### src/rtl/csr_file.sv
// Machine-mode CSR file: mstatus/mie/mtvec/mepc/mip, trap entry and mret.
// Define CSR_COUNTERS_EN to implement the 64-bit mcycle/minstret counters.
module csr_file #(
   parameter logic [31:0] MTVEC_BASE = 32'h0001_0000,
   parameter int          PC_W       = 32
) (
   input  logic            i_clk,
   input  logic            i_rst,
   input  logic [11:0]     i_csr_raddr,
   output logic [31:0]     o_csr_rdata,
   input  logic [1:0]      i_csr_op,
   input  logic [11:0]     i_csr_waddr,
   input  logic [31:0]     i_csr_wdata,
   input  logic            i_ext_irq,
   input  logic            i_trap_take,
   input  logic [PC_W-1:0] i_trap_pc,
   input  logic            i_mret,
   input  logic            i_retire,
   output logic            o_irq_req,
   output logic [31:0]     o_mtvec,
   output logic [PC_W-1:0] o_mepc
);

   localparam logic [11:0] A_MSTATUS = 12'h300;
   localparam logic [11:0] A_MIE     = 12'h304;
   localparam logic [11:0] A_MTVEC   = 12'h305;
   localparam logic [11:0] A_MEPC    = 12'h341;
   localparam logic [11:0] A_MIP     = 12'h344;
   localparam logic [11:0] A_CYC_LO  = 12'hB00;
   localparam logic [11:0] A_CYC_HI  = 12'hB80;
   localparam logic [11:0] A_INS_LO  = 12'hB02;
   localparam logic [11:0] A_INS_HI  = 12'hB82;

   logic              r_mie;
   logic              r_mpie;
   logic              r_meie;
   logic              r_meip;
   logic [PC_W-1:2]   r_mepc;
   logic [31:0]       w_old;
   logic [31:0]       w_new;
   logic              w_wen;
   logic              w_unused;

`ifdef CSR_COUNTERS_EN
   logic [31:0] r_cyc_lo;
   logic [31:0] r_cyc_hi;
   logic [31:0] r_ins_lo;
   logic [31:0] r_ins_hi;
   logic [32:0] w_cyc_inc;
   logic [32:0] w_ins_inc;
`endif

   // MPP is hardwired to machine mode, so it reads as a constant
   function automatic logic [31:0] f_read(input logic [11:0] a);
      case (a)
         A_MSTATUS: f_read = {19'b0, 2'b11, 3'b0, r_mpie, 3'b0, r_mie, 3'b0};
         A_MIE:     f_read = {20'b0, r_meie, 11'b0};
         A_MTVEC:   f_read = MTVEC_BASE;
         A_MEPC:    f_read = 32'({r_mepc, 2'b00});
         A_MIP:     f_read = {20'b0, r_meip, 11'b0};
`ifdef CSR_COUNTERS_EN
         A_CYC_LO:  f_read = r_cyc_lo;
         A_CYC_HI:  f_read = r_cyc_hi;
         A_INS_LO:  f_read = r_ins_lo;
         A_INS_HI:  f_read = r_ins_hi;
`endif
         default:   f_read = 32'h0;
      endcase
   endfunction

   always_comb begin
      o_csr_rdata = f_read(i_csr_raddr);
      w_old       = f_read(i_csr_waddr);
      w_new       = w_old;
      case (i_csr_op)
         2'b01:   w_new = i_csr_wdata;
         2'b10:   w_new = w_old | i_csr_wdata;
         2'b11:   w_new = w_old & ~i_csr_wdata;
         default: w_new = w_old;
      endcase
   end

   assign w_wen     = |i_csr_op;
   assign o_irq_req = r_mie & r_meie & r_meip;
   assign o_mtvec   = MTVEC_BASE;
   assign o_mepc    = {r_mepc, 2'b00};

   always_ff @(posedge i_clk) begin
      if (i_rst) begin
         r_mie  <= 1'b0;
         r_mpie <= 1'b0;
         r_meie <= 1'b0;
         r_meip <= 1'b0;
         r_mepc <= '0;
      end else begin
         r_meip <= i_ext_irq;
         if (w_wen && i_csr_waddr == A_MIE)
            r_meie <= w_new[11];
         if (i_trap_take) begin
            r_mepc <= i_trap_pc[PC_W-1:2];
            r_mpie <= r_mie;
            r_mie  <= 1'b0;
         end else begin
            if (i_mret) begin
               r_mie  <= r_mpie;
               r_mpie <= 1'b1;
            end else if (w_wen && i_csr_waddr == A_MSTATUS) begin
               r_mie  <= w_new[3];
               r_mpie <= w_new[7];
            end
            if (w_wen && i_csr_waddr == A_MEPC)
               r_mepc <= w_new[PC_W-1:2];
         end
      end
   end

`ifdef CSR_COUNTERS_EN
   assign w_cyc_inc = {1'b0, r_cyc_lo} + 33'd1;
   assign w_ins_inc = {1'b0, r_ins_lo} + {32'd0, i_retire};
   assign w_unused  = ^i_trap_pc[1:0];

   // a written half takes the new value and suppresses its own carry
   always_ff @(posedge i_clk) begin
      if (i_rst) begin
         r_cyc_lo <= '0;
         r_cyc_hi <= '0;
         r_ins_lo <= '0;
         r_ins_hi <= '0;
      end else begin
         r_cyc_lo <= (w_wen && i_csr_waddr == A_CYC_LO) ? w_new : w_cyc_inc[31:0];
         if (w_wen && i_csr_waddr == A_CYC_HI)
            r_cyc_hi <= w_new;
         else if (!(w_wen && i_csr_waddr == A_CYC_LO))
            r_cyc_hi <= r_cyc_hi + {31'd0, w_cyc_inc[32]};
         r_ins_lo <= (w_wen && i_csr_waddr == A_INS_LO) ? w_new : w_ins_inc[31:0];
         if (w_wen && i_csr_waddr == A_INS_HI)
            r_ins_hi <= w_new;
         else if (!(w_wen && i_csr_waddr == A_INS_LO))
            r_ins_hi <= r_ins_hi + {31'd0, w_ins_inc[32]};
      end
   end
`else
   assign w_unused = ^{i_retire, i_trap_pc[1:0], w_new[1:0], w_new[6:4], w_new[10:8]};
`endif

endmodule
### config.mk
export PLATFORM = sky130hd
export DESIGN_NAME = csr_file
export DESIGN_NICKNAME = d
export VERILOG_FILES = /design/src/rtl/csr_file.sv
export SDC_FILE = /design/constraint.sdc
export NUM_CORES = 1
export LEC_CHECK = 0
export CAP_MARGIN = 20
export CORE_ASPECT_RATIO = 1.25
export CORE_MARGIN = 3
export CORE_UTILIZATION = 35
export DETAILED_ROUTE_END_ITERATION = 8
export GPL_TIMING_DRIVEN = 1
export PLACE_DENSITY = 0.79
export SLEW_MARGIN = 30
export SYNTH_ARGS = -nofsm -noshare
export SYNTH_HDL_FRONTEND = slang
export SYNTH_SLANG_ARGS = --single-unit
### constraint.sdc
create_clock -name i_clk -period 2.3 [get_ports i_clk]
set_input_delay 0.23 -clock i_clk [delete_from_list [all_inputs] [get_ports i_clk]]
set_output_delay 0.23 -clock i_clk [all_outputs]
set_load 0.02 [all_outputs]
==> metrics.yaml, run 1 <==
floorplan:
  die-area_um2: 9273
  num_rows: 36
  die_x_um: 86.73
  design.core.area_um2: 7883
  initial_core_util_pct: 36.17
  die_h_um: 106.9
  ioPinCount: 193
critical_path:
  crit_buf_inv: 4
  cpMaxStageDelayCell: "clkdlybuf4s50_1"
  cpMostUsedCell: "buf_4"
  reg2reg_slack_ns: 0.62
  path_max_fanout: 7
  cp.arrival_ns: 2.00
  cp_cell_sequence: "clkdlybuf4s50_1 -> nor4b_2 -> nand4b_1 -> nor4_4 -> buf_4 -> buf_6 -> nand2_2 -> o31ai_2 -> buf_4"
  path_class: "in2out"
  start_kind: "input port"
  slowest_delay_ns: 0.41
  cp.required_ns: 2.07
  critPathTopFamily: "buffers and inverters"
  end_kind: "output pin"
yosys:
  yosysTopAreaCell: "dfxtp_1"
  post_synth_num_cell_types: 53
  ys_ff_latch: 34
  avgSynthCellArea_um2: 7.899
  ys_seq_area_share_pct: 23.87
  synth_top_area_share_pct: 23.87
  syn_inst: 361
  yosysWarnings: 0
  synthArstFlopShare_pct: 0
  yosysMostFrequentCell: "buf_4"
  synth_edf_count: 0
  yosys-top-cells-count: "buf_4, dfxtp_1, a21oi_1, and2_1, xnor2_1"
  synth_ff_type: "dfxtp_1"
  synth_area_leaders: "dfxtp_1, buf_4, o221a_2"
  synth.cell_area_um2: 2851
cells_and_area:
  insertedDiodeCount: 0
  num-nets-final: 608
  area.growth.synth_to_final_pct: 53.71
  n_fill_cell: 749
  drive_gt1_share_pct: 17.93
  final_util_pct: 55.60
detailed_routing:
  wl_per_cell_um: 16.50
  first_pass_iters: 4
  vias: 3253
  drtIter0Drc: 124
  drcViolationCount: 0
  routed_wl_mm: 10.03
  ant_nets: 0
  viasPerCell: 5.350
placed_design:
  dp_hpwl_mm: 7.570
  preCtsSetupSlack_ns: -0.3811
  gp_congestion: 0.8910
  io_buffers: 151
timing:
  drv_slew: 0
  finalSetupViolCount: 0
  skew_ns: 0.001464
  worst_slack_ns: 0.06857
  clock.fmax_mhz: 448.1
  setup_tns_ns: 0
  period_needed_ns: 2.231
  hold_viol_final: 0
  finalCritPeriodShare_pct: 97.02
clock_network:
  clock_sinks: 34
  clock_latency_ns: 0.28
  cts_max_path_buffers: 2
  cts_tree: "built"
  htreeDepth: 2
  hold_buffers: 0
  root_buffer: "clkbuf_8"
  path_clk_slew_ns: 0.07
  cts_buffers: 5
global_routing:
  grt_max_degree: 30
  grtUsageTotal_pct: 20.42
  antenna_found_initial: 0
  grt-ovfl-total: 0
  grt_pass1_wl_mm: 15.24
  grt_pass1_vias: 3194
flow_run:
  drv_cap: 0
status:
  outcome: "finished, final reports clean"
worst_hold_path:
  hp-class: "reg2reg"
pwr:
  power_uw: 1752
  power_leakage_uw: 0.001758
  ir_drop_mv: 0.2353
  power_density_nw_per_um2: 399.6
==> per-layer routing <==
metal	track usage (%)	vias up	part of all wire, %
li1	-	1544	-
met1	21.61	1511	37
met2	38.29	171	53
met3	4.458	27	8.1
met4	8.129	0	2.6
met5	0	-	0
==> power breakdown <==
part	switching [µW]	total, µW	internal, µW
combinational	293	614	321
clock	230	472	242
sequential	39.0	666	627
==> worst paths after layout <==
kind                         from              end  depth (start not counted)
hold / removal         r_mepc[24]       r_mepc[24]                          2
setup reg to reg           r_mpie           r_mpie                          5
hold reg to reg        r_mepc[24]       r_mepc[24]                          2
setup / recovery  i_csr_raddr[10]  o_csr_rdata[11]                          9
==> timing repair <==
action | in CTS | in global routing
cloned | 1 | 0
setup endpoints to repair | 30 | 29
buffers inserted | 1 | 0
resized for setup | 128 | 8
pin swaps | 2 | 3
==> worst min-delay path, cell delays in order, from the launching register on <==
cell,delay [ns]
dfxtp_1,0.33
o31ai_1,0.07
a21oi_1,0.07
==> cells in the final DEF, fill, tap and decap left out, drive strengths merged, types with 5 or more instances in the layout <==
cell type,instances
a22oi,8
dfxtp,34
o221a,20
o21ai,11
and2,26
xnor2,23
inv,7
conb,36
nand3,5
nor3,19
nor3b,8
buf,51
nand2,17
nor4,5
a21oi,31
clkbuf,7
o21a,20
clkdlybuf4s50,120
nor2,14
==> stage by stage <==
step                      cells  cell area, µm²  hold slack, ns
final                       608            4383          0.5138
after floorplan             395            2979          0.3582
after global routing        608            4383          0.5264
after CTS                   608            4350          0.5090
after global placement      598            4358          0.4763
after detailed placement    598            4358          0.4969
==> cell type report <==
cell class	count	area [µm²]	share of cell area [%]
clock inverters	1	5.005	0.1142
well taps	95	118.9	2.712
clock buffers	7	86.33	1.970
multi-input cells	290	1916	43.71
flip-flops and latches	34	680.7	15.53
inverters	9	33.78	0.7708
repair buffers	172	1543	35.20
==> registers in the layout, summed over array words and instances (netlist names) <==
signal,flops
r_mepc,30
r_meie,1
r_meip,1
r_mie,1
r_mpie,1
==> kinds of logic (layout without fill, tap and decap cells) <==
logic type | count (synthesis) | count (layout) | share of synthesized area [%]
and+or+nand+nor | 115 | 115 | 23.56
xor gates and xnor gates | 27 | 27 | 8.293
buffers and inverters | 71 | 189 | 15.05
other | 2 | 36 | 0.2634
AOI/OAI and AO/OA | 112 | 112 | 28.96
DFF | 34 | 34 | 23.87
Power figures use the tool's default switching activity.
==> run 2, diff against run 1 <==
Settings changed: GPL_TIMING_DRIVEN 1 to 0.
==> metrics.yaml, run 2 (synthesized netlist as in run 1, its figures left out) <==
status:
  outcome: "finished, final reports clean"  # unchanged
critical_path:
  critPathTopFamily: "buffers and inverters"  # unchanged
  crit_buf_inv: 4  # unchanged
  cp.arrival_ns: 1.98  # was 2.00 ns
  cp_cell_sequence: "clkdlybuf4s50_1 -> nor3_2 -> nand4b_1 -> nor4_4 -> clkbuf_8 -> buf_6 -> nand2_1 -> o31ai_1 -> buf_4"  # was clkdlybuf4s50_1 -> nor4b_2 -> nand4b_1 -> nor4_4 -> buf_4 -> buf_6 -> nand2_2 -> o31ai_2 -> buf_4
  start_kind: "input port"  # unchanged
  reg2reg_slack_ns: 0.67  # was 0.62 ns
  slowest_delay_ns: 0.42  # was 0.41 ns
  end_kind: "output pin"  # unchanged
  path_max_fanout: 4  # was 7
  r2r-end: "r_mpie"  # unchanged
  cpMaxStageDelayCell: "clkdlybuf4s50_1"  # unchanged
  r2r-start: "r_mpie"  # unchanged
  reg2reg_depth: 5  # unchanged
  path_class: "in2out"  # unchanged
  cp.required_ns: 2.07  # about the same
placed_design:
  dp.cells: 639  # was 598
  gp_congestion: 0.9112  # was 0.8910
  io_buffers: 149  # was 151
  preCtsSetupSlack_ns: -0.8968  # was -0.3811 ns
  dp_hpwl_mm: 8.229  # was 7.570 mm
global_routing:
  grt-ovfl-total: 0  # unchanged
  grt_pass1_vias: 3359  # was 3194
  antenna_found_initial: 0  # unchanged
  grt_max_degree: 11  # was 30
  grt_pass1_wl_mm: 16.41  # was 15.24 mm
  grtUsageTotal_pct: 22.42  # was 20.42%
cells_and_area:
  largest_register: "r_mepc"  # unchanged
  final_cell_count_no_fill: 655  # was 608
  area.growth.synth_to_final_pct: 66.21  # was 53.71%
  num-nets-final: 655  # was 608
  final_util_pct: 60.13  # was 55.60%
  largest_register_ffs: 30  # unchanged
  drive_gt1_share_pct: 22.32  # was 17.93%
  final_common_cell: "clkdlybuf4s50_1"  # unchanged
  insertedDiodeCount: 0  # unchanged
  final_cell_mix: "clkdlybuf4s50_1, buf_4, conb_1"  # was clkdlybuf4s50_1, conb_1, dfxtp_1
pwr:
  power_density_nw_per_um2: 391.2  # was 399.6 nW/µm²
  p_int_uw: 1283  # was 1190 µW
  p_clk_share_pct: 28.4  # was 27.0%
  combPwrFrac_pct: 35.7  # was 35.0%
  p_sw_uw: 570.9  # was 562.0 µW
  seq_power_share_pct: 35.9  # was 38.0%
  power_leakage_uw: 0.001987  # was 0.001758 µW
  ir_drop_mv: 0.2678  # was 0.2353 mV
  swShare_pct: 30.79  # was 32.09%
  power_uw: 1854  # was 1752 µW
detailed_routing:
  routed_wl_mm: 10.85  # was 10.03 mm
  viasPerCell: 5.144  # was 5.350
  drcViolationCount: 0  # unchanged
  first_pass_iters: 4  # unchanged
  ant_nets: 0  # unchanged
  drtIter0Drc: 136  # was 124
  vias: 3369  # was 3253
  wl_per_cell_um: 16.56  # was 16.50 µm
clock_network:
  clock_sinks: 34  # unchanged
  root_buffer: "clkbuf_8"  # unchanged
  htreeDepth: 2  # unchanged
  cts_tree: "built"  # unchanged
  path_clk_slew_ns: 0.07  # about the same
  clock_latency_ns: 0.28  # about the same
  cts_max_path_buffers: 2  # unchanged
  cts_buffers: 5  # unchanged
timing:
  finalSetupViolCount: 0  # unchanged
  worst_slack_ns: 0.08837  # was 0.06857 ns
  clock.fmax_mhz: 452.2  # was 448.1 MHz
  period_needed_ns: 2.212  # was 2.231 ns
  worstMarginPinSlew_ns: 0.5828
  drv_slew: 0  # unchanged
  skew_ns: 0.001836  # was 0.001464 ns
  hold_viol_final: 0  # unchanged
  max_slew_margin_pct: 61.15
  finalCritPeriodShare_pct: 96.16  # was 97.02%
  hold_ws_ns: 0.3792  # was 0.5138 ns
floorplan:
  die_h_um: 106.9  # unchanged
  initial_core_util_pct: 36.17  # unchanged
  design.core.area_um2: 7883  # unchanged
  die_x_um: 86.73  # unchanged
  die-area_um2: 9273  # unchanged
  num_rows: 36  # unchanged
  ioPinCount: 193  # unchanged
flow_run:
  drv_cap: 0  # unchanged
worst_hold_path:
  min_from: "i_csr_waddr[0]"  # was r_mepc[24]
  hp-class: "in2reg"  # was reg2reg
  whs_endpoint: "r_meie"  # was r_mepc[24]
  hold_depth: 4  # was 2
==> run 2: cell count changes in the layout (fill, tap and decap cells not counted), sizes merged <==
| cell | before | now |
|---|---|---|
| buf | 51 | 82 |
| clkbuf | 7 | 24 |
| clkdlybuf4s50 | 120 | 114 |
| dlygate4sd2 | 1 | 4 |
| clkdlybuf4s15 | 0 | 2 |
| clkinv | 3 | 2 |
| dlymetal6s2s | 0 | 1 |
==> run 2: area by class of cell <==
cell class | count | area [µm²]
Buffer | 62 | 431.7
Clock buffer | 8 | 110.1
Fill cell | 717 | 3143
Inverter | 9 | 33.78
Multi-Input combinational cell | 290 | 1922
Sequential cell | 34 | 680.7
Tap cell | 95 | 118.9
Timing Repair Buffer | 157 | 1443
==> run 2: metrics by stage <==
step / setup TNS [ns] / cell area (µm²)
5_1_grt: -0.002751 / 4740
3_3_place_gp: -18.20 / 4589
4_1_cts: 0 / 4716
3_5_place_dp: -22.57 / 4589
2_1_floorplan: 0 / 2979
6_report: 0 / 4740
==> run 2: worst min-delay path, cell delays in order <==
cell     delay (ns)
buf_4          0.13
nor2_1         0.06
nand4_1        0.08
a31o_1         0.13
==> run 2: how the worst max path moves through the flow <==
stage,startpoint,cells after the start,slack [ns],to
finish,i_csr_raddr[5],9,0.09,o_csr_rdata[11]
global route,i_csr_raddr[5],9,-0.003,o_csr_rdata[11]
CTS,i_csr_raddr[3],9,0.01,o_csr_rdata[14]
detailed placement,i_csr_raddr[11],8,-0.90,o_csr_rdata[20]
global placement,i_csr_raddr[11],8,-0.74,o_csr_rdata[20]
floorplan,i_csr_raddr[11],6,0.55,o_csr_rdata[10]
==> run 2: repair_timing <==
item                                    in CTS  in global routing
endpoints found under the setup margin      30                 30
endpoints found under the hold margin        0                  0
gates resized for setup                    131                 16
setup buffers                                7                  0
pin swaps                                    3                  3
hold buffers                                 0                  0
gates cloned                                 1                  0
==> run 2: per-layer routing <==
layer	share of wire [%]	up-vias	GRT usage, %
li1	-	1635	-
met1	38	1543	24.87
met2	52	172	41.14
met3	8.8	19	5.073
met4	2.0	0	7.795
met5	0	-	0
==> run 2: power by group through the flow <==
stage                     Clock (µW)  Sequential, µW  Combinational (µW)
after CTS                        541             665                 655
after global routing             564             671                 708
after detailed placement           0             678                 650
final                            527             666                 661
after global placement             0             676                 640
after floorplan                    0             711                 319
==> run 3, diff against run 2 <==
Settings changed: CAP_MARGIN 20 to not set.
==> results of run 3 <==
The final DEF is identical to that of run 2; final timing and power are the same.
